<file path="src/rtl/mesi_bus_arbiter.sv">
// Snooping-bus arbiter for four MESI caches: round-robin grant, snoop broadcast,
// ack collection with timeout, and a one-cycle completion pulse with merged flags.
module mesi_bus_arbiter #(
  parameter int SNOOP_TIMEOUT = 16
) (
  input  logic        clk,
  input  logic        rstn,
  input  logic [3:0]  req,
  input  logic [7:0]  req_cmd,
  input  logic [79:0] req_addr,
  output logic [3:0]  gnt,
  output logic        snp_valid,
  output logic [1:0]  snp_cmd,
  output logic [19:0] snp_addr,
  output logic [3:0]  snp_target,
  input  logic [3:0]  snp_ack,
  input  logic [3:0]  snp_shared,
  input  logic [3:0]  snp_dirty,
  output logic        done,
  output logic        done_shared,
  output logic        done_dirty,
  output logic        done_err
);

  typedef enum logic [1:0] {IDLE, SNOOP, COLLECT, DONE} state_t;

  localparam logic [7:0] TIMEOUT_LAST = 8'(SNOOP_TIMEOUT - 1);

  state_t      state_reg, state_next;
  logic [1:0]  last_reg, last_next;
  logic [1:0]  win_reg, win_next;
  logic [3:0]  gnt_reg, gnt_next;
  logic        snp_valid_reg, snp_valid_next;
  logic [1:0]  snp_cmd_reg, snp_cmd_next;
  logic [19:0] snp_addr_reg, snp_addr_next;
  logic [3:0]  snp_target_reg, snp_target_next;
  logic [3:0]  ack_seen_reg, ack_seen_next;
  logic        sh_acc_reg, sh_acc_next;
  logic        dt_acc_reg, dt_acc_next;
  logic [7:0]  cnt_reg, cnt_next;
  logic        done_reg, done_next;
  logic        done_sh_reg, done_sh_next;
  logic        done_dt_reg, done_dt_next;
  logic        done_err_reg, done_err_next;

  logic [1:0]  cmd_arr [4];
  logic [19:0] addr_arr [4];

  // Command 11 is folded into BusRd at the source so snp_cmd never carries it.
  for (genvar gi = 0; gi < 4; gi++) begin : g_unpack
    assign cmd_arr[gi]  = (req_cmd[2*gi +: 2] == 2'b11) ? 2'b00 : req_cmd[2*gi +: 2];
    assign addr_arr[gi] = req_addr[20*gi +: 20];
  end

  logic [1:0] pick;
  logic [1:0] idx;
  logic       found;

  always_comb begin
    pick  = '0;
    idx   = '0;
    found = 1'b0;
    for (int k = 1; k <= 4; k++) begin
      idx = last_reg + k[1:0];
      if (!found && req[idx]) begin
        pick  = idx;
        found = 1'b1;
      end
    end
  end

  logic [3:0] new_ack;
  logic       all_acked;
  logic       sh_any;
  logic       dt_any;

  always_comb begin
    state_next      = state_reg;
    last_next       = last_reg;
    win_next        = win_reg;
    gnt_next        = gnt_reg;
    snp_cmd_next    = snp_cmd_reg;
    snp_addr_next   = snp_addr_reg;
    snp_target_next = snp_target_reg;
    ack_seen_next   = ack_seen_reg;
    sh_acc_next     = sh_acc_reg;
    dt_acc_next     = dt_acc_reg;
    cnt_next        = cnt_reg;
    snp_valid_next  = 1'b0;
    done_next       = 1'b0;
    done_sh_next    = 1'b0;
    done_dt_next    = 1'b0;
    done_err_next   = 1'b0;

    // Only first acks from targeted caches contribute.
    new_ack   = snp_ack & snp_target_reg & ~ack_seen_reg;
    all_acked = ((ack_seen_reg | new_ack) == snp_target_reg);
    sh_any    = sh_acc_reg | (|(snp_shared & new_ack));
    dt_any    = dt_acc_reg | (|(snp_dirty & new_ack));

    case (state_reg)
      IDLE: begin
        if (found) begin
          state_next      = SNOOP;
          win_next        = pick;
          gnt_next        = 4'b0001 << pick;
          snp_target_next = ~(4'b0001 << pick);
          snp_cmd_next    = cmd_arr[pick];
          snp_addr_next   = addr_arr[pick];
          snp_valid_next  = 1'b1;
          ack_seen_next   = '0;
          sh_acc_next     = 1'b0;
          dt_acc_next     = 1'b0;
          cnt_next        = '0;
        end
      end
      SNOOP, COLLECT: begin
        ack_seen_next = ack_seen_reg | new_ack;
        sh_acc_next   = sh_any;
        dt_acc_next   = dt_any;
        if (state_reg == COLLECT) cnt_next = cnt_reg + 8'd1;
        // A complete ack set wins over a simultaneous timeout.
        if (all_acked) begin
          state_next   = DONE;
          done_next    = 1'b1;
          done_sh_next = sh_any;
          done_dt_next = dt_any;
        end else if (state_reg == COLLECT && cnt_reg == TIMEOUT_LAST) begin
          state_next    = DONE;
          done_next     = 1'b1;
          done_err_next = 1'b1;
        end else begin
          state_next = COLLECT;
        end
      end
      DONE: begin
        state_next      = IDLE;
        last_next       = win_reg;
        gnt_next        = '0;
        snp_target_next = '0;
        snp_cmd_next    = '0;
        snp_addr_next   = '0;
        ack_seen_next   = '0;
        sh_acc_next     = 1'b0;
        dt_acc_next     = 1'b0;
        cnt_next        = '0;
      end
      default: state_next = IDLE;
    endcase
  end

  always_ff @(posedge clk or negedge rstn) begin
    if (!rstn) begin
      state_reg      <= IDLE;
      last_reg       <= 2'd3;
      win_reg        <= '0;
      gnt_reg        <= '0;
      snp_valid_reg  <= 1'b0;
      snp_cmd_reg    <= '0;
      snp_addr_reg   <= '0;
      snp_target_reg <= '0;
      ack_seen_reg   <= '0;
      sh_acc_reg     <= 1'b0;
      dt_acc_reg     <= 1'b0;
      cnt_reg        <= '0;
      done_reg       <= 1'b0;
      done_sh_reg    <= 1'b0;
      done_dt_reg    <= 1'b0;
      done_err_reg   <= 1'b0;
    end else begin
      state_reg      <= state_next;
      last_reg       <= last_next;
      win_reg        <= win_next;
      gnt_reg        <= gnt_next;
      snp_valid_reg  <= snp_valid_next;
      snp_cmd_reg    <= snp_cmd_next;
      snp_addr_reg   <= snp_addr_next;
      snp_target_reg <= snp_target_next;
      ack_seen_reg   <= ack_seen_next;
      sh_acc_reg     <= sh_acc_next;
      dt_acc_reg     <= dt_acc_next;
      cnt_reg        <= cnt_next;
      done_reg       <= done_next;
      done_sh_reg    <= done_sh_next;
      done_dt_reg    <= done_dt_next;
      done_err_reg   <= done_err_next;
    end
  end

  assign gnt         = gnt_reg;
  assign snp_valid   = snp_valid_reg;
  assign snp_cmd     = snp_cmd_reg;
  assign snp_addr    = snp_addr_reg;
  assign snp_target  = snp_target_reg;
  assign done        = done_reg;
  assign done_shared = done_sh_reg;
  assign done_dirty  = done_dt_reg;
  assign done_err    = done_err_reg;

endmodule

</file>
<file path="config.mk">
export PLATFORM = sky130hd
export DESIGN_NAME = mesi_bus_arbiter
export DESIGN_NICKNAME = d
export VERILOG_FILES = /design/src/rtl/mesi_bus_arbiter.sv
export SDC_FILE = /design/constraint.sdc
export NUM_CORES = 1
export LEC_CHECK = 0
export ABC_CLOCK_PERIOD_IN_PS = 3600
export CAP_MARGIN = 20
export CORE_MARGIN = 4
export CORE_UTILIZATION = 25
export DETAILED_ROUTE_END_ITERATION = 10
export PLACE_DENSITY = 0.59
export SETUP_SLACK_MARGIN = 0.15
export SLEW_MARGIN = 10
export SYNTH_ARGS = -nofsm -noshare
export SYNTH_HDL_FRONTEND = slang
export SYNTH_SLANG_ARGS = --single-unit
export TNS_END_PERCENT = 1
</file>
<file path="constraint.sdc">
create_clock -name clk -period 3.6 [get_ports clk]
set_input_delay 0.36 -clock clk [delete_from_list [all_inputs] [get_ports clk]]
set_output_delay 0.36 -clock clk [all_outputs]
set_load 0.02 [all_outputs]
</file>
==> summary.md <==
| Metric | Value |
|---|---|
| Diode count | `0` |
| Clock-pin slew on the worst setup and hold paths | `~0.07 ns` |
| CTS tree | `yes` |
| Grt total ovfl | `0` |
| Leakage dissipation | `between 2 and 2.5 nW` |
| Minimum clock period | `2.30 ns` |
| Final Cell Area | `0.00482 mm2` |
| Status | `completed` |
| Post-CTS setup buffers | `0` |
| Post-Layout Cell Count | `617` |
| Synth area leader | `dfrtp_1` |
| Slew of the pin with the lowest slew margin | `0.782 ns` |
| Iter 0 DRT Violations | `95` |
| Max-slew violations | `0` |
| DP Wirelength | `7570 um` |
| FF-to-FF path depth | `6` |
| Hold_buf cts | `0` |
| Met3 Use GR | `5.84%` |
| Resized Gates After CTS | `0` |
| GR Util All Layers | `13.6%` |
| Maximum vdd drop | `0.302 mV` |
| #FFs+latches synth | `55` |
| Post-synth EDFFs | `0` |
| Starting density of the core | `25.7%` |
| Worst-Skew Late Latency | `0.29 ns` |
| CTS Sinks | `55` |
| RSZ-0062 raised after global routing | `no` |
| Layout cell share with drive strength beyond 1 | `4.45%` |
| Crit Path Class | `reg2reg` |
| Largest stage delay on the critical path | `0.52 ns` |
| Setup crit start kind | `register` |
| Crit path cell chain | `inv_1 > ha_1 > nand2b_1 > a311o_1 > or2_1 > o221ai_1` |
| Mean Syn Cell Area | `10.0 um2` |
| Ports | `roughly 140` |
| Synth Instances | `311` |
| Worst min-delay path class | `in2async` |
| Max FFs per register | `20` |
| GR peak layer | `met2` |
| Async S/R FF share, synth | `100%` |
| Core Area | `0.0121 mm2` |
| DR WL/cell | `around 15 um` |
| Hold WS | `0.137 ns` |
| Final TNS setup | `0 ns` |
| Syn Std Cell Area | `0.00311 mm2` |
| CTS Buf Count | `5` |
| Period utilisation layout | `between 60 and 70%` |
| TritonRoute pass-1 iters | `4` |
| Number of I/O port buffers | `140` |
| Final RePlAce weighted congestion | `0.843` |
| Row count | `40` |
| Yosys cell types | `48` |
| Worst Path Arrival | `2.50 ns` |
| Largest cells by area after synthesis | `dfrtp_1, mux2i_1, nand2_1, o221ai_1, nor2_1` |
| Largest net degree at the start of global routing | `47` |
| Ys flop type | `dfrtp_1` |
| DP Area | `between 0.004 and 0.005 mm2` |
| Die W | `between 100 and 150 um` |
| Final #Nets | `559` |
| Antenna violations before repair | `0` |
| Total die area | `0.0143 mm2` |
| DIE HEIGHT | `about 120 um` |
| Crit end category | `register` |
| Max Freq | `435 MHz` |
| Syn nets | `422` |
| Area grow syn2layout | `54.9%` |
| Max-cap violations | `0` |
| Placed Cells | `609` |
| Clock skew | `about 0.0042 ns` |
| GR Util met1 | `15.2%` |
| Buffer levels on the longest clock path | `2` |
| YS warnings | `0` |
| Root Driver | `clkbuf_16` |
| Worst Path Required | `3.80 ns` |
| Final setup fails | `0` |
| GRT met2 Usage | `around a quarter` |
| Final Hold Viols | `0` |
| Htree depth | `2` |
| Total Wirelength | `between 9000 and 10,000 um` |
| Via Count | `2,838` |
| CP max FO | `22` |
| Wire length of the first global-routing pass | `~16,000 um` |
| P per Cell Area | `664 mW/mm2` |
| Register area share after synthesis | `44.3%` |
| Max_slew headroom | `a little under half` |
| DRC | `0` |
| Post-synth top area share | `42.7%` |
| Number of global-route vias before repair | `3,127` |
| ANT nets after route | `0` |
| Crit-path slowest cell | `or2_1` |
| Via-per-instance ratio | `~4.6` |
-- cell usage in the layout, fill, tap and decap left out, types with 2 or more instances in the layout --
cell,instances
nand2b_1,8
a22o_1,6
nor3_1,4
nor2_1,20
nor4b_1,2
o311a_1,2
ha_1,5
xor2_1,2
clkdlybuf4s50_1,139
o21ai_0,15
and3_1,2
nor2b_1,7
mux2i_1,45
o21ai_1,5
dfrtp_1,53
a31oi_1,5
dfstp_2,2
buf_4,3
o211ai_1,2
inv_1,7
o221ai_1,20
nor3b_1,2
a21oi_1,3
clkbuf_16,5
nand2_1,53
nand3_1,5
clkbuf_8,2
-- metrics by stage --
step           worst slack (ns)  utilization, %  total power [W]
5_1_grt                    1.17            39.8          0.00345
6_report                   1.30            39.8          0.00320
3_3_place_gp               1.11            38.5          0.00270
3_5_place_dp               1.02            38.5          0.00273
2_1_floorplan              1.64               -          0.00207
4_1_cts                    1.29            39.8          0.00324
-- cells in the mapped netlist, types with 2 or more instances --
| cell | count |
|---|---|
| nor3_1 | 4 |
| a21oi_1 | 3 |
| mux2i_1 | 45 |
| nor2b_1 | 7 |
| buf_6 | 4 |
| ha_1 | 5 |
| o21ai_0 | 15 |
| xor2_1 | 2 |
| nor2_1 | 20 |
| and3_1 | 2 |
| buf_4 | 4 |
| nor4b_1 | 2 |
| nor3b_1 | 2 |
| o311a_1 | 2 |
| nand3_1 | 5 |
| dfrtp_1 | 53 |
| o221ai_1 | 20 |
| nand2_1 | 53 |
| clkbuf_1 | 2 |
| buf_2 | 4 |
| a31oi_1 | 5 |
| inv_1 | 7 |
| a22o_1 | 6 |
| o21ai_1 | 6 |
| dfstp_2 | 2 |
| nand2b_1 | 8 |
| o211ai_1 | 2 |
-- metal layers --
metal  wire [um]  up-vias
met1        3740     1294
met3         973        7
met5           0        -
li1            -     1409
met4         121        0
met2        4530      128
-- power by group --
| part | switching [W] | leakage, nW | internal, W |
|---|---|---|---|
| logic | 0.000907 | 1.24 | 0.000767 |
| clock network | 0.000211 | 0.0772 | 0.000297 |
| registers | 0.000168 | 0.723 | 0.000846 |
| total | 0.00129 | 2.04 | 0.00191 |
-- path summary, 6_finish.rpt --
check | start | end | slack, ns
max in group asynchronous | rstn | last_reg[0]$_DFFE_PN1P_ | 2.62
min in group clk | sh_acc_reg$_DFFE_PN0P_ | sh_acc_reg$_DFFE_PN0P_ | 0.49
worst min register to register | sh_acc_reg$_DFFE_PN0P_ | sh_acc_reg$_DFFE_PN0P_ | 0.49
worst max register to register | state_reg[1]$_DFFE_PN0P_ | snp_addr[10]$_DFFE_PN0P_ | 1.30
worst max-delay path | state_reg[1]$_DFFE_PN0P_ | snp_addr[10]$_DFFE_PN0P_ | 1.30
worst min-delay path | rstn | done_shared$_DFF_PN0_ | 0.14
-- cells by family after synthesis --
| logic type | Yosys count | synth area share [%] |
|---|---|---|
| fa+ha+maj | 5 | 2.01 |
| flops | 55 | 44.3 |
| simple gates | 110 | 16.8 |
| compound gates | 70 | 16.5 |
| xor+xnor | 3 | 0.845 |
| mux | 47 | 15.3 |
| buf+inv | 21 | 4.15 |
-- worst max-delay path, delay by kind of cell, from the launching register on --
family	cells	cell delay [ns]
AO/OA/AOI/OAI	2	0.70
AND/OR/NAND/NOR	2	0.66
flip-flops	1	0.42
adder cells (fa/ha/maj)	1	0.32
buffers and inverters	1	0.11
-- layout make-up --
cell class / count / area [um2]
Multi-Input combinational cell: 235 / 1610
Fill cell: 1240 / 7300
Tap cell: 168 / 210
Inverter: 7 / 26.3
Sequential cell: 55 / 1380
Clock buffer: 8 / 156
Timing Repair Buffer: 144 / 1440
No activity file was read; power rests on OpenSTA's default activity.
